**src/rtl/sevenseg_pkg.sv**
```systemverilog
// Shared seven-segment definitions: active-low glyphs (bit7 = dp, off) and bus helpers.
package sevenseg_pkg;

    localparam int unsigned NUM_DIGITS = 8;

    localparam logic [7:0] SEG_0     = 8'hC0;
    localparam logic [7:0] SEG_1     = 8'hF9;
    localparam logic [7:0] SEG_2     = 8'hA4;
    localparam logic [7:0] SEG_3     = 8'hB0;
    localparam logic [7:0] SEG_4     = 8'h99;
    localparam logic [7:0] SEG_5     = 8'h92;
    localparam logic [7:0] SEG_6     = 8'h82;
    localparam logic [7:0] SEG_7     = 8'hF8;
    localparam logic [7:0] SEG_8     = 8'h80;
    localparam logic [7:0] SEG_9     = 8'h90;
    localparam logic [7:0] SEG_A     = 8'h88;
    localparam logic [7:0] SEG_B     = 8'h83;
    localparam logic [7:0] SEG_C     = 8'hC6;
    localparam logic [7:0] SEG_D     = 8'hA1;
    localparam logic [7:0] SEG_E     = 8'h86;
    localparam logic [7:0] SEG_F     = 8'h8E;
    localparam logic [7:0] SEG_BLANK = 8'hFF;

    // True when exactly one anode line is pulled low.
    function automatic logic is_one_hot_low(input logic [NUM_DIGITS-1:0] an);
        logic [NUM_DIGITS-1:0] sel;
        sel = ~an;
        return (sel != '0) && ((sel & (sel - 1'b1)) == '0);
    endfunction

endpackage

```
**src/rtl/seg_glyph_decode.sv**
```systemverilog
// Combinational decode of an active-low segment pattern (a..g) to a hex nibble.
module seg_glyph_decode
    import sevenseg_pkg::*;
(
    input  logic [6:0] c_i,
    output logic       valid_o,
    output logic [3:0] nibble_o
);

    // Match against the shared glyph table; anything else is flagged invalid.
    always_comb begin
        valid_o  = 1'b1;
        nibble_o = 4'h0;
        case (c_i)
            SEG_0[6:0]: nibble_o = 4'h0;
            SEG_1[6:0]: nibble_o = 4'h1;
            SEG_2[6:0]: nibble_o = 4'h2;
            SEG_3[6:0]: nibble_o = 4'h3;
            SEG_4[6:0]: nibble_o = 4'h4;
            SEG_5[6:0]: nibble_o = 4'h5;
            SEG_6[6:0]: nibble_o = 4'h6;
            SEG_7[6:0]: nibble_o = 4'h7;
            SEG_8[6:0]: nibble_o = 4'h8;
            SEG_9[6:0]: nibble_o = 4'h9;
            SEG_A[6:0]: nibble_o = 4'hA;
            SEG_B[6:0]: nibble_o = 4'hB;
            SEG_C[6:0]: nibble_o = 4'hC;
            SEG_D[6:0]: nibble_o = 4'hD;
            SEG_E[6:0]: nibble_o = 4'hE;
            SEG_F[6:0]: nibble_o = 4'hF;
            default:    valid_o  = 1'b0;
        endcase
    end

endmodule

```
**src/rtl/sevenseg_scan_reader.sv**
```systemverilog
// Receive-side monitor for a multiplexed 8-digit seven-segment bus. Captures each digit once
// per stable dwell and publishes a 32-bit value plus decimal points per completed scan.
// Build option: SEVENSEG_STRICT_EN suppresses publication of frames holding undecodable digits.
module sevenseg_scan_reader
    import sevenseg_pkg::*;
#(
    parameter int unsigned                STABLE_CYCLES = 4,
    parameter logic [NUM_DIGITS-1:0]      DIGIT_MASK    = 8'hFF
) (
    input  logic                          clk,
    input  logic                          resetn,
    input  logic [NUM_DIGITS-1:0]         an_in,
    input  logic [7:0]                    c_in,
    output logic [4*NUM_DIGITS-1:0]       value,
    output logic [NUM_DIGITS-1:0]         dp,
    output logic                          frame_valid,
    output logic [NUM_DIGITS-1:0]         seen,
    output logic                          bad_pattern
);

    localparam logic [7:0] StableCnt = 8'(STABLE_CYCLES);

    logic [NUM_DIGITS-1:0]   an_q, prev_an_q;
    logic [7:0]              c_q, prev_c_q;
    logic [7:0]              cnt_q, cnt_d;
    logic [4*NUM_DIGITS-1:0] shadow_q, shadow_d, value_q, value_d;
    logic [NUM_DIGITS-1:0]   shadow_dp_q, shadow_dp_d, dp_q, dp_d, seen_q, seen_d, seen_new;
    logic                    fv_q, fv_d, bad_q, bad_d;
    logic                    one_hot, same, hold_sat, capture, publish;
    logic                    glyph_valid;
    logic [3:0]              glyph_nibble;
`ifdef SEVENSEG_STRICT_EN
    logic                    frame_bad_q, frame_bad_d;
`endif

    seg_glyph_decode u_decode (
        .c_i      (c_q[6:0]),
        .valid_o  (glyph_valid),
        .nibble_o (glyph_nibble)
    );

    assign one_hot  = is_one_hot_low(an_q);
    assign same     = (an_q == prev_an_q) && (c_q == prev_c_q);
    // A saturated counter holding the same pattern must not capture again.
    assign hold_sat = one_hot && same && (cnt_q == StableCnt);
    assign capture  = one_hot && (cnt_d == StableCnt) && !hold_sat;
    assign seen_new = seen_q | ~an_q;

    // Stability counter: count identical one-hot samples, saturating at StableCnt.
    always_comb begin
        cnt_d = 8'd0;
        if (one_hot) begin
            if (same) begin
                cnt_d = (cnt_q == StableCnt) ? cnt_q : cnt_q + 8'd1;
            end else begin
                cnt_d = 8'd1;
            end
        end
    end

    // Shadow capture, frame completion and sticky error tracking.
    always_comb begin
        shadow_d    = shadow_q;
        shadow_dp_d = shadow_dp_q;
        seen_d      = seen_q;
        value_d     = value_q;
        dp_d        = dp_q;
        fv_d        = 1'b0;
        bad_d       = bad_q;
`ifdef SEVENSEG_STRICT_EN
        frame_bad_d = frame_bad_q;
        publish     = !(frame_bad_q || !glyph_valid);
`else
        publish     = 1'b1;
`endif
        if (capture) begin
            for (int unsigned i = 0; i < NUM_DIGITS; i++) begin
                if (!an_q[i]) begin
                    shadow_d[4*i +: 4] = glyph_nibble;
                    shadow_dp_d[i]     = ~c_q[7];
                end
            end
            if (!glyph_valid) begin
                bad_d = 1'b1;
`ifdef SEVENSEG_STRICT_EN
                frame_bad_d = 1'b1;
`endif
            end
            if ((seen_new & DIGIT_MASK) == DIGIT_MASK) begin
                seen_d = '0;
`ifdef SEVENSEG_STRICT_EN
                frame_bad_d = 1'b0;
`endif
                if (publish) begin
                    value_d = shadow_d;
                    dp_d    = shadow_dp_d;
                    fv_d    = 1'b1;
                end
            end else begin
                seen_d = seen_new;
            end
        end
    end

    // State registers with synchronous active-low reset.
    always_ff @(posedge clk) begin
        if (!resetn) begin
            an_q        <= SEG_BLANK;
            c_q         <= SEG_BLANK;
            prev_an_q   <= SEG_BLANK;
            prev_c_q    <= SEG_BLANK;
            cnt_q       <= 8'd0;
            shadow_q    <= '0;
            shadow_dp_q <= '0;
            seen_q      <= '0;
            value_q     <= '0;
            dp_q        <= '0;
            fv_q        <= 1'b0;
            bad_q       <= 1'b0;
`ifdef SEVENSEG_STRICT_EN
            frame_bad_q <= 1'b0;
`endif
        end else begin
            an_q        <= an_in;
            c_q         <= c_in;
            prev_an_q   <= an_q;
            prev_c_q    <= c_q;
            cnt_q       <= cnt_d;
            shadow_q    <= shadow_d;
            shadow_dp_q <= shadow_dp_d;
            seen_q      <= seen_d;
            value_q     <= value_d;
            dp_q        <= dp_d;
            fv_q        <= fv_d;
            bad_q       <= bad_d;
`ifdef SEVENSEG_STRICT_EN
            frame_bad_q <= frame_bad_d;
`endif
        end
    end

    assign value       = value_q;
    assign dp          = dp_q;
    assign frame_valid = fv_q;
    assign seen        = seen_q;
    assign bad_pattern = bad_q;

endmodule

```
**config.mk**
```make
export PLATFORM = sky130hd
export DESIGN_NAME = sevenseg_scan_reader
export DESIGN_NICKNAME = d
export VERILOG_FILES = /design/src/rtl/sevenseg_pkg.sv /design/src/rtl/seg_glyph_decode.sv /design/src/rtl/sevenseg_scan_reader.sv
export SDC_FILE = /design/constraint.sdc
export NUM_CORES = 1
export LEC_CHECK = 0
export BUFFER_PORTS_ARGS = -buffer_cell sky130_fd_sc_hd__buf_2
export CORE_MARGIN = 2
export CORE_UTILIZATION = 55
export DETAILED_ROUTE_END_ITERATION = 10
export PLACE_DENSITY = 0.77
export SYNTH_ARGS = -nofsm -noshare
export SYNTH_HDL_FRONTEND = slang
export SYNTH_SLANG_ARGS = --single-unit
```
**constraint.sdc**
```tcl
create_clock -name clk -period 2.85 [get_ports clk]
set_input_delay 0.1425 -clock clk [delete_from_list [all_inputs] [get_ports clk]]
set_output_delay 0.1425 -clock clk [all_outputs]
set_load 0.02 [all_outputs]
```
---- After elaboration in Yosys (flattened, before gate mapping) ----
Cells that the tools add are included.
cells by class
  equality and inequality tests ........... 20
  add/subtract/negate cells ............... 2
  bitwise gates (word level) .............. 5
  reduce and logical (&&, ||, !) cells .... 14
  muxes and demuxes ....................... 23
operators by type and width
  kind                 number
  $pmux 4 s15          1
  $mux 4               8
  $mux 8               4
  $eq 7x7->1 const B   4
  $eq 7x5->1 const B   3
  $eq 7x6->1 const B   3
  $eq 8x3->1 const B   2
  $eq 8x8->1           2
  $reduce_or 16->1     1
  $eq 7x2->1 const B   2
  $eq 7x4->1 const B   2
  $mux 1               10
  $add 8x1->8 const B  1
  $and 8x8->8          1
  $eq 8x8->1 const B   1
  $logic_not 8->1      1
  $not 8->8            1
  $or 8x8->8           1
  $reduce_bool 8->1    1
  $sub 8x1->8 const B  1
  $eq 7x3->1 const B   1
  $logic_not 7->1      1
  $logic_and 1x1->1    6
  $reduce_and 2->1     3
  2 further kinds      3
storage, ports and cells
  logic and storage cells ................. 76
  output and inout port bits .............. 50
  input port bits ......................... 18
  flip-flop bits (word level) ............. 130

---- Logic depth before layout (Yosys ltp) ----
  depth in word-level cells ............... 10
  gate-level depth with buffers ........... 12
  depth with buffers taken out ............ 7

---- Hierarchy ----
Synthesis repeated with hierarchy kept, for this count alone.
second synthesis, totals
  cells, all modules ...................... 644
  area, all modules ....................... 6018.3 µm²
by module, submodules not included
  module                instances  cells each  area an instance (µm²)  sequential area each (µm²)
  sevenseg_scan_reader  1          588         5654.2                  2602.5
  seg_glyph_decode      1          56          364.1                   0.0

---- Worst setup path before layout ----
Ideal clock, no wire load.
  kind .................................... reg2reg
  start point ............................. reg cnt_q[0]
  end point ............................... reg value_q[14], in the netlist value[14]
  clock period less this slack ............ 2.600 ns
  path slack .............................. 0.250 ns
  library setup time ...................... 0.132 ns
  arrival ................................. 2.468 ns
  stages on the path, launching flop included .. 13
  required time ........................... 2.718 ns
  path buffers ............................ 5
  cell sequence ........................... dfxtp_1 > clkbuf_1 > inv_1 > ha_1 > nor2_1 > nand3_1 > a2111o_1 > buf_6 > a2111o_1 > buf_2 > buf_6 > buf_6 > mux2i_1
between the ends
  word-level cells in the longest chain between the ends .. 8
  elaborated cells on any way between the ends .. 11
  classes of those cells .................. add/sub: 1; eq/ne: 2; mux: 3; reduce/logical: 5
ends and longest elaborated chain
  element                                           RTL line                                                RTL
  from (decl)                                       sevenseg_scan_reader.sv:25                              logic [7:0] cnt_q, cnt_d;
  from (signal assigned)                            sevenseg_scan_reader.sv:128                             cnt_q <= cnt_d;
  $add 8x1->8 / $eq 8x3->1 (equally long branches)  sevenseg_scan_reader.sv:54, sevenseg_scan_reader.sv:45
  $mux 8                                            sevenseg_scan_reader.sv:54                              cnt_d = (cnt_q == StableCnt) ? cnt_q : cnt_q + 8'd1;
  $mux 8                                            sevenseg_scan_reader.sv:53                              if (same) begin
  $mux 8                                            sevenseg_scan_reader.sv:52                              if (one_hot) begin
  $eq 8x3->1                                        sevenseg_scan_reader.sv:46                              assign capture = one_hot && (cnt_d == StableCnt) && !hold_sat;
  $logic_and 1x1->1                                 sevenseg_scan_reader.sv:46
  $logic_and 1x1->1 (*)                             sevenseg_scan_reader.sv:46
  $reduce_and 2->1 (no line) (*)                    -
  to (signal assigned)                              sevenseg_scan_reader.sv:132                             value_q <= value_d;
  to (decl)                                         sevenseg_scan_reader.sv:26                              logic [4*NUM_DIGITS-1:0] shadow_q, shadow_d, value_q, value_d;
Every way passes the cells marked *; elsewhere a longest branch is shown, timed or not.
A chain may end at the register's enable or synchronous reset.

---- Final worst setup path ----
  start point ............................. reg cnt_q[0]
  end point ............................... reg value_q[2], in the netlist value[2]
Same word-level chain as after synthesis.

==> flow_metrics.py <==
metrics = {
    "sta": {
        "worst_clock_skew_ns": 0.00692,
        "timing.fmax_ghz": 0.371,
        "timing_max_transition_violations_final": 0,
        "timing.final.crit_period_ns": 2.70,
        "final_hold_viol_count": 0,
        "max_slew.worst_pin.slew_ns": 0.758,
        "setup_ws_ns": 0.153,
        "timing.hold.ws_ns": 0.0279,
        "grt_setup_unrepaired": "no",
        "timing.max_slew.rel_slack": 0.492,
        "final.setup.tns_ns": 0,
        "post-route-period-util": 0.946,
        "setup-violations-final": 0,
    },
    "final_layout": {
        "multi_input_comb_area_mm2": 0.00304,
        "num_antenna_cells": 0,
        "fin_area_mm2": 0.00718,
        "layout.area.seq_mm2": 0.00260,
        "layout.nets": 717,
        "fill_cells": 797,
        "layout-drive-gt1-share": 0.193,
        "flow.area_growth_from_synthesis_pct": 21.7,
        "stdcell_count": 846,
        "postLayoutCoreUtil": 0.693,
    },
    "logic_synthesis": {
        "mappedNetlistArea_mm2": 0.00590,
        "netlist-cell-type-count": 45,
        "netlist.area_leader.share": 0.441,
        "cell_type_with_the_largest_total_area_after_synthesis": "sky130_fd_sc_hd__dfxtp_1",
        "seq_total_area_yosys": 0.441,
        "postSynthAreaPerCell_um2": 9.52,
        "synth_seq_cells": 130,
        "yosys_warnings": 0,
        "synthesis.nets": 640,
        "post_synth_main_area_contributors": "sky130_fd_sc_hd__dfxtp_1, sky130_fd_sc_hd__mux2i_1, sky130_fd_sc_hd__nand2_1, sky130_fd_sc_hd__nand2b_1, sky130_fd_sc_hd__a2111oi_4",
        "post_synth_inst_count": 620,
    },
    "critical_path": {
        "critPathCaptureType": "flip-flop",
        "timing.critical_path.max_delay_family": "compound AO/OA/AOI/OAI gates",
        "worst_path_max_delay_cell": "sky130_fd_sc_hd__a2111o_2",
        "cp.required_ns": 3.23,
        "crit_chain": "ha_1, and3_1, o2111ai_1, a2111o_1, a2111o_2, buf_12, mux2i_1",
        "crit_arrival_ns": 3.08,
        "timing_worst_setup_path_type": "reg2reg",
        "largest_incremental_delay_on_the_critical_path_ns": 0.54,
        "maximum_fanout_encountered_on_the_critical_timing_path": 40,
        "crit_path_start_kind": "flip-flop",
        "timing.critical_path.buf_inv": 1,
    },
    "detailed_routing": {
        "post-route-drc-count": 0,
        "antenna_left": 0,
        "wl_per_cell_um": 16.7,
        "detail_route.wirelength_mm": 14.2,
        "vias_per_cell": 5.61,
        "drt-pass1-iter-count": 4,
        "routed-via-count": 4750,
        "drt_iter0_drc": 363,
    },
    "global_routing": {
        "grt_pass1_vias": 4680,
        "number_of_antenna_violations_at_the_first_check_in_global_routing": 0,
        "remaining_overflow_grt": 0,
        "pin_count_of_the_biggest_net_entering_global_routing": 75,
        "grt_first_pass_wirelength_mm": 23.3,
        "globalRouteTotalUtil": 0.261,
    },
    "power_and_ir_drop": {
        "vdd.ir_drop.worst_mv": 0.505,
        "finalPower_mw": 4.23,
        "total_leakage_power_nw": 3.14,
        "power_density_mw_per_mm2": 589,
    },
    "clocking": {
        "number_of_h_tree_branching_levels": 4,
        "number_of_buffers_created_by_cts": 17,
        "sink_count": 130,
        "clk_pin_slew_ns": 0.06,
        "clk_lat_worst_skew_ns": 0.53,
        "cts.repair.resized": 0,
        "cts-root-buf": "sky130_fd_sc_hd__clkbuf_8",
        "clock_tree_from_tritoncts": "yes",
        "clock_tree.buffer_depth": 2,
    },
    "placement": {
        "port_buffers": 67,
        "finalWeightedCongestion": 0.929,
        "preCtsSetupSlack_ns": 0.188,
        "placed_cells_incl_taps": 798,
        "postPlaceCellArea_mm2": 0.00643,
        "hpwlAfterDp_mm": 9.15,
    },
    "min_path": {
        "hold_path_class": "in2reg",
    },
    "floorplan": {
        "floorplan.initialDensity": 0.569,
        "core_mm2": 0.0104,
        "floorplan.die.width_um": 108,
        "placementRows": 37,
        "io-pin-count": 68,
        "floorplan.die.height_um": 108,
        "die_area_mm2": 0.0116,
    },
    "flow_run": {
        "cap_viol_max_count": 0,
    },
    "outcome": {
        "outcome": "completed",
    },
}
-- Yosys cell counts (all sizes together) --
master,count
o31ai,1
clkbuf,40
a22oi,1
a21oi,4
nand2b,58
and3,5
and2,2
dfxtp,130
ha,2
a2111o,3
nand2,111
a211o,1
o32ai,1
or3,3
o41ai,1
mux2i,80
xnor2,5
nand3,6
nor4,6
o22ai,2
and4,1
xor2,19
o211ai,22
and3b,2
buf,14
and4b,2
o21bai,8
a2111oi,8
nor3,7
nor2b,1
o211a,9
o21ai,17
o2111ai,2
o311ai,8
nor4b,3
a31o,1
nor3b,2
nand4,12
a211oi,3
inv,8
nor2,9
-- power breakdown --
part	internal, mW	switching [mW]	total [mW]	leakage (nW)
Sequential	1.84	0.0403	1.88	1.05
Clock	1.36	0.759	2.12	0.279
Combinational	0.0952	0.135	0.230	1.81
-- state kept, by name, summed over array words and instances (netlist names) --
signal,cells
dp,8
an_q,8
shadow_q,32
prev_an_q,8
shadow_dp_q,8
c_q,8
value,32
frame_valid,1
cnt_q,8
seen,8
bad_pattern,1
prev_c_q,8
-- cell type report --
cell class,instances,area share
sequential,130,0.362
timing repair buffer,112,0.105
tap,136,0.0237
clock inverter,8,0.0139
clock buffer,24,0.0683
inverter,8,0.00418
multi-input combinational,428,0.423
-- metal layers --
metal / vias to the layer above / wire length (um) / global-route usage
li1: 2318 / - / -
met1: 2262 / 6200 / 0.322
met2: 143 / 7020 / 0.440
met3: 27 / 651 / 0.0611
met4: 0 / 284 / 0.104
met5: - / 0 / 0
-- cell families (layout without fill, tap and decap cells) --
family                   Yosys count  after routing  share of synthesized area
flip-flops                       130            130                      0.441
multiplexers                      80             80                      0.136
AO/OA/AOI/OAI                     92             92                      0.143
XOR/XNOR                          24             24                     0.0356
adder cells (fa/ha/maj)            2              2                    0.00424
AND/OR/NAND/NOR                  230            230                      0.194
buffers and inverters             62            152                     0.0460
-- path summary, 6_finish.rpt --
kind | start | end | slack [ns] | cells after the start
worst max-delay path | cnt_q[0] | value[2] | 0.15 | 7
worst min-delay path | resetn | an_q[3] | 0.03 | 2
worst max register to register | cnt_q[0] | value[2] | 0.15 | 7
worst min register to register | shadow_q[9] | shadow_q[9] | 0.45 | 2
-- placed cells by master (no fill, tap or decap), types with 3 or more instances in the layout --
cell type	instances
sky130_fd_sc_hd__dfxtp_1	130
sky130_fd_sc_hd__o311ai_0	8
sky130_fd_sc_hd__nand2b_1	58
sky130_fd_sc_hd__xnor2_1	5
sky130_fd_sc_hd__nor3_1	6
sky130_fd_sc_hd__nor2_1	9
sky130_fd_sc_hd__nand3_1	6
sky130_fd_sc_hd__inv_1	8
sky130_fd_sc_hd__nor4b_1	3
sky130_fd_sc_hd__xor2_1	19
sky130_fd_sc_hd__clkbuf_8	6
sky130_fd_sc_hd__o21bai_1	8
sky130_fd_sc_hd__buf_4	27
sky130_fd_sc_hd__o21ai_0	16
sky130_fd_sc_hd__o211a_1	9
sky130_fd_sc_hd__o211ai_1	22
sky130_fd_sc_hd__dlygate4sd3_1	16
sky130_fd_sc_hd__nand4_1	12
sky130_fd_sc_hd__and3_1	5
sky130_fd_sc_hd__nand2_1	111
sky130_fd_sc_hd__or3_1	3
sky130_fd_sc_hd__buf_2	66
sky130_fd_sc_hd__nor4_1	6
sky130_fd_sc_hd__clkinvlp_4	4
sky130_fd_sc_hd__clkbuf_16	16
sky130_fd_sc_hd__a2111oi_4	8
sky130_fd_sc_hd__a21oi_1	4
sky130_fd_sc_hd__buf_12	3
sky130_fd_sc_hd__mux2i_1	80
sky130_fd_sc_hd__a211oi_1	3
-- worst register-to-register path, stage by stage (launching register included) --
cell,delay [ns]
sky130_fd_sc_hd__dfxtp_1,0.47
sky130_fd_sc_hd__ha_1,0.30
sky130_fd_sc_hd__and3_1,0.20
sky130_fd_sc_hd__o2111ai_1,0.14
sky130_fd_sc_hd__a2111o_1,0.46
sky130_fd_sc_hd__a2111o_2,0.54
sky130_fd_sc_hd__buf_12,0.24
sky130_fd_sc_hd__mux2i_1,0.20
-- repair_timing --
item | CTS | global route
hold buffers | 16 | 0
endpoints found under the hold margin | 16 | 0
buffers inserted | 0 | 0
No activity file was read; power rests on OpenSTA's default activity.
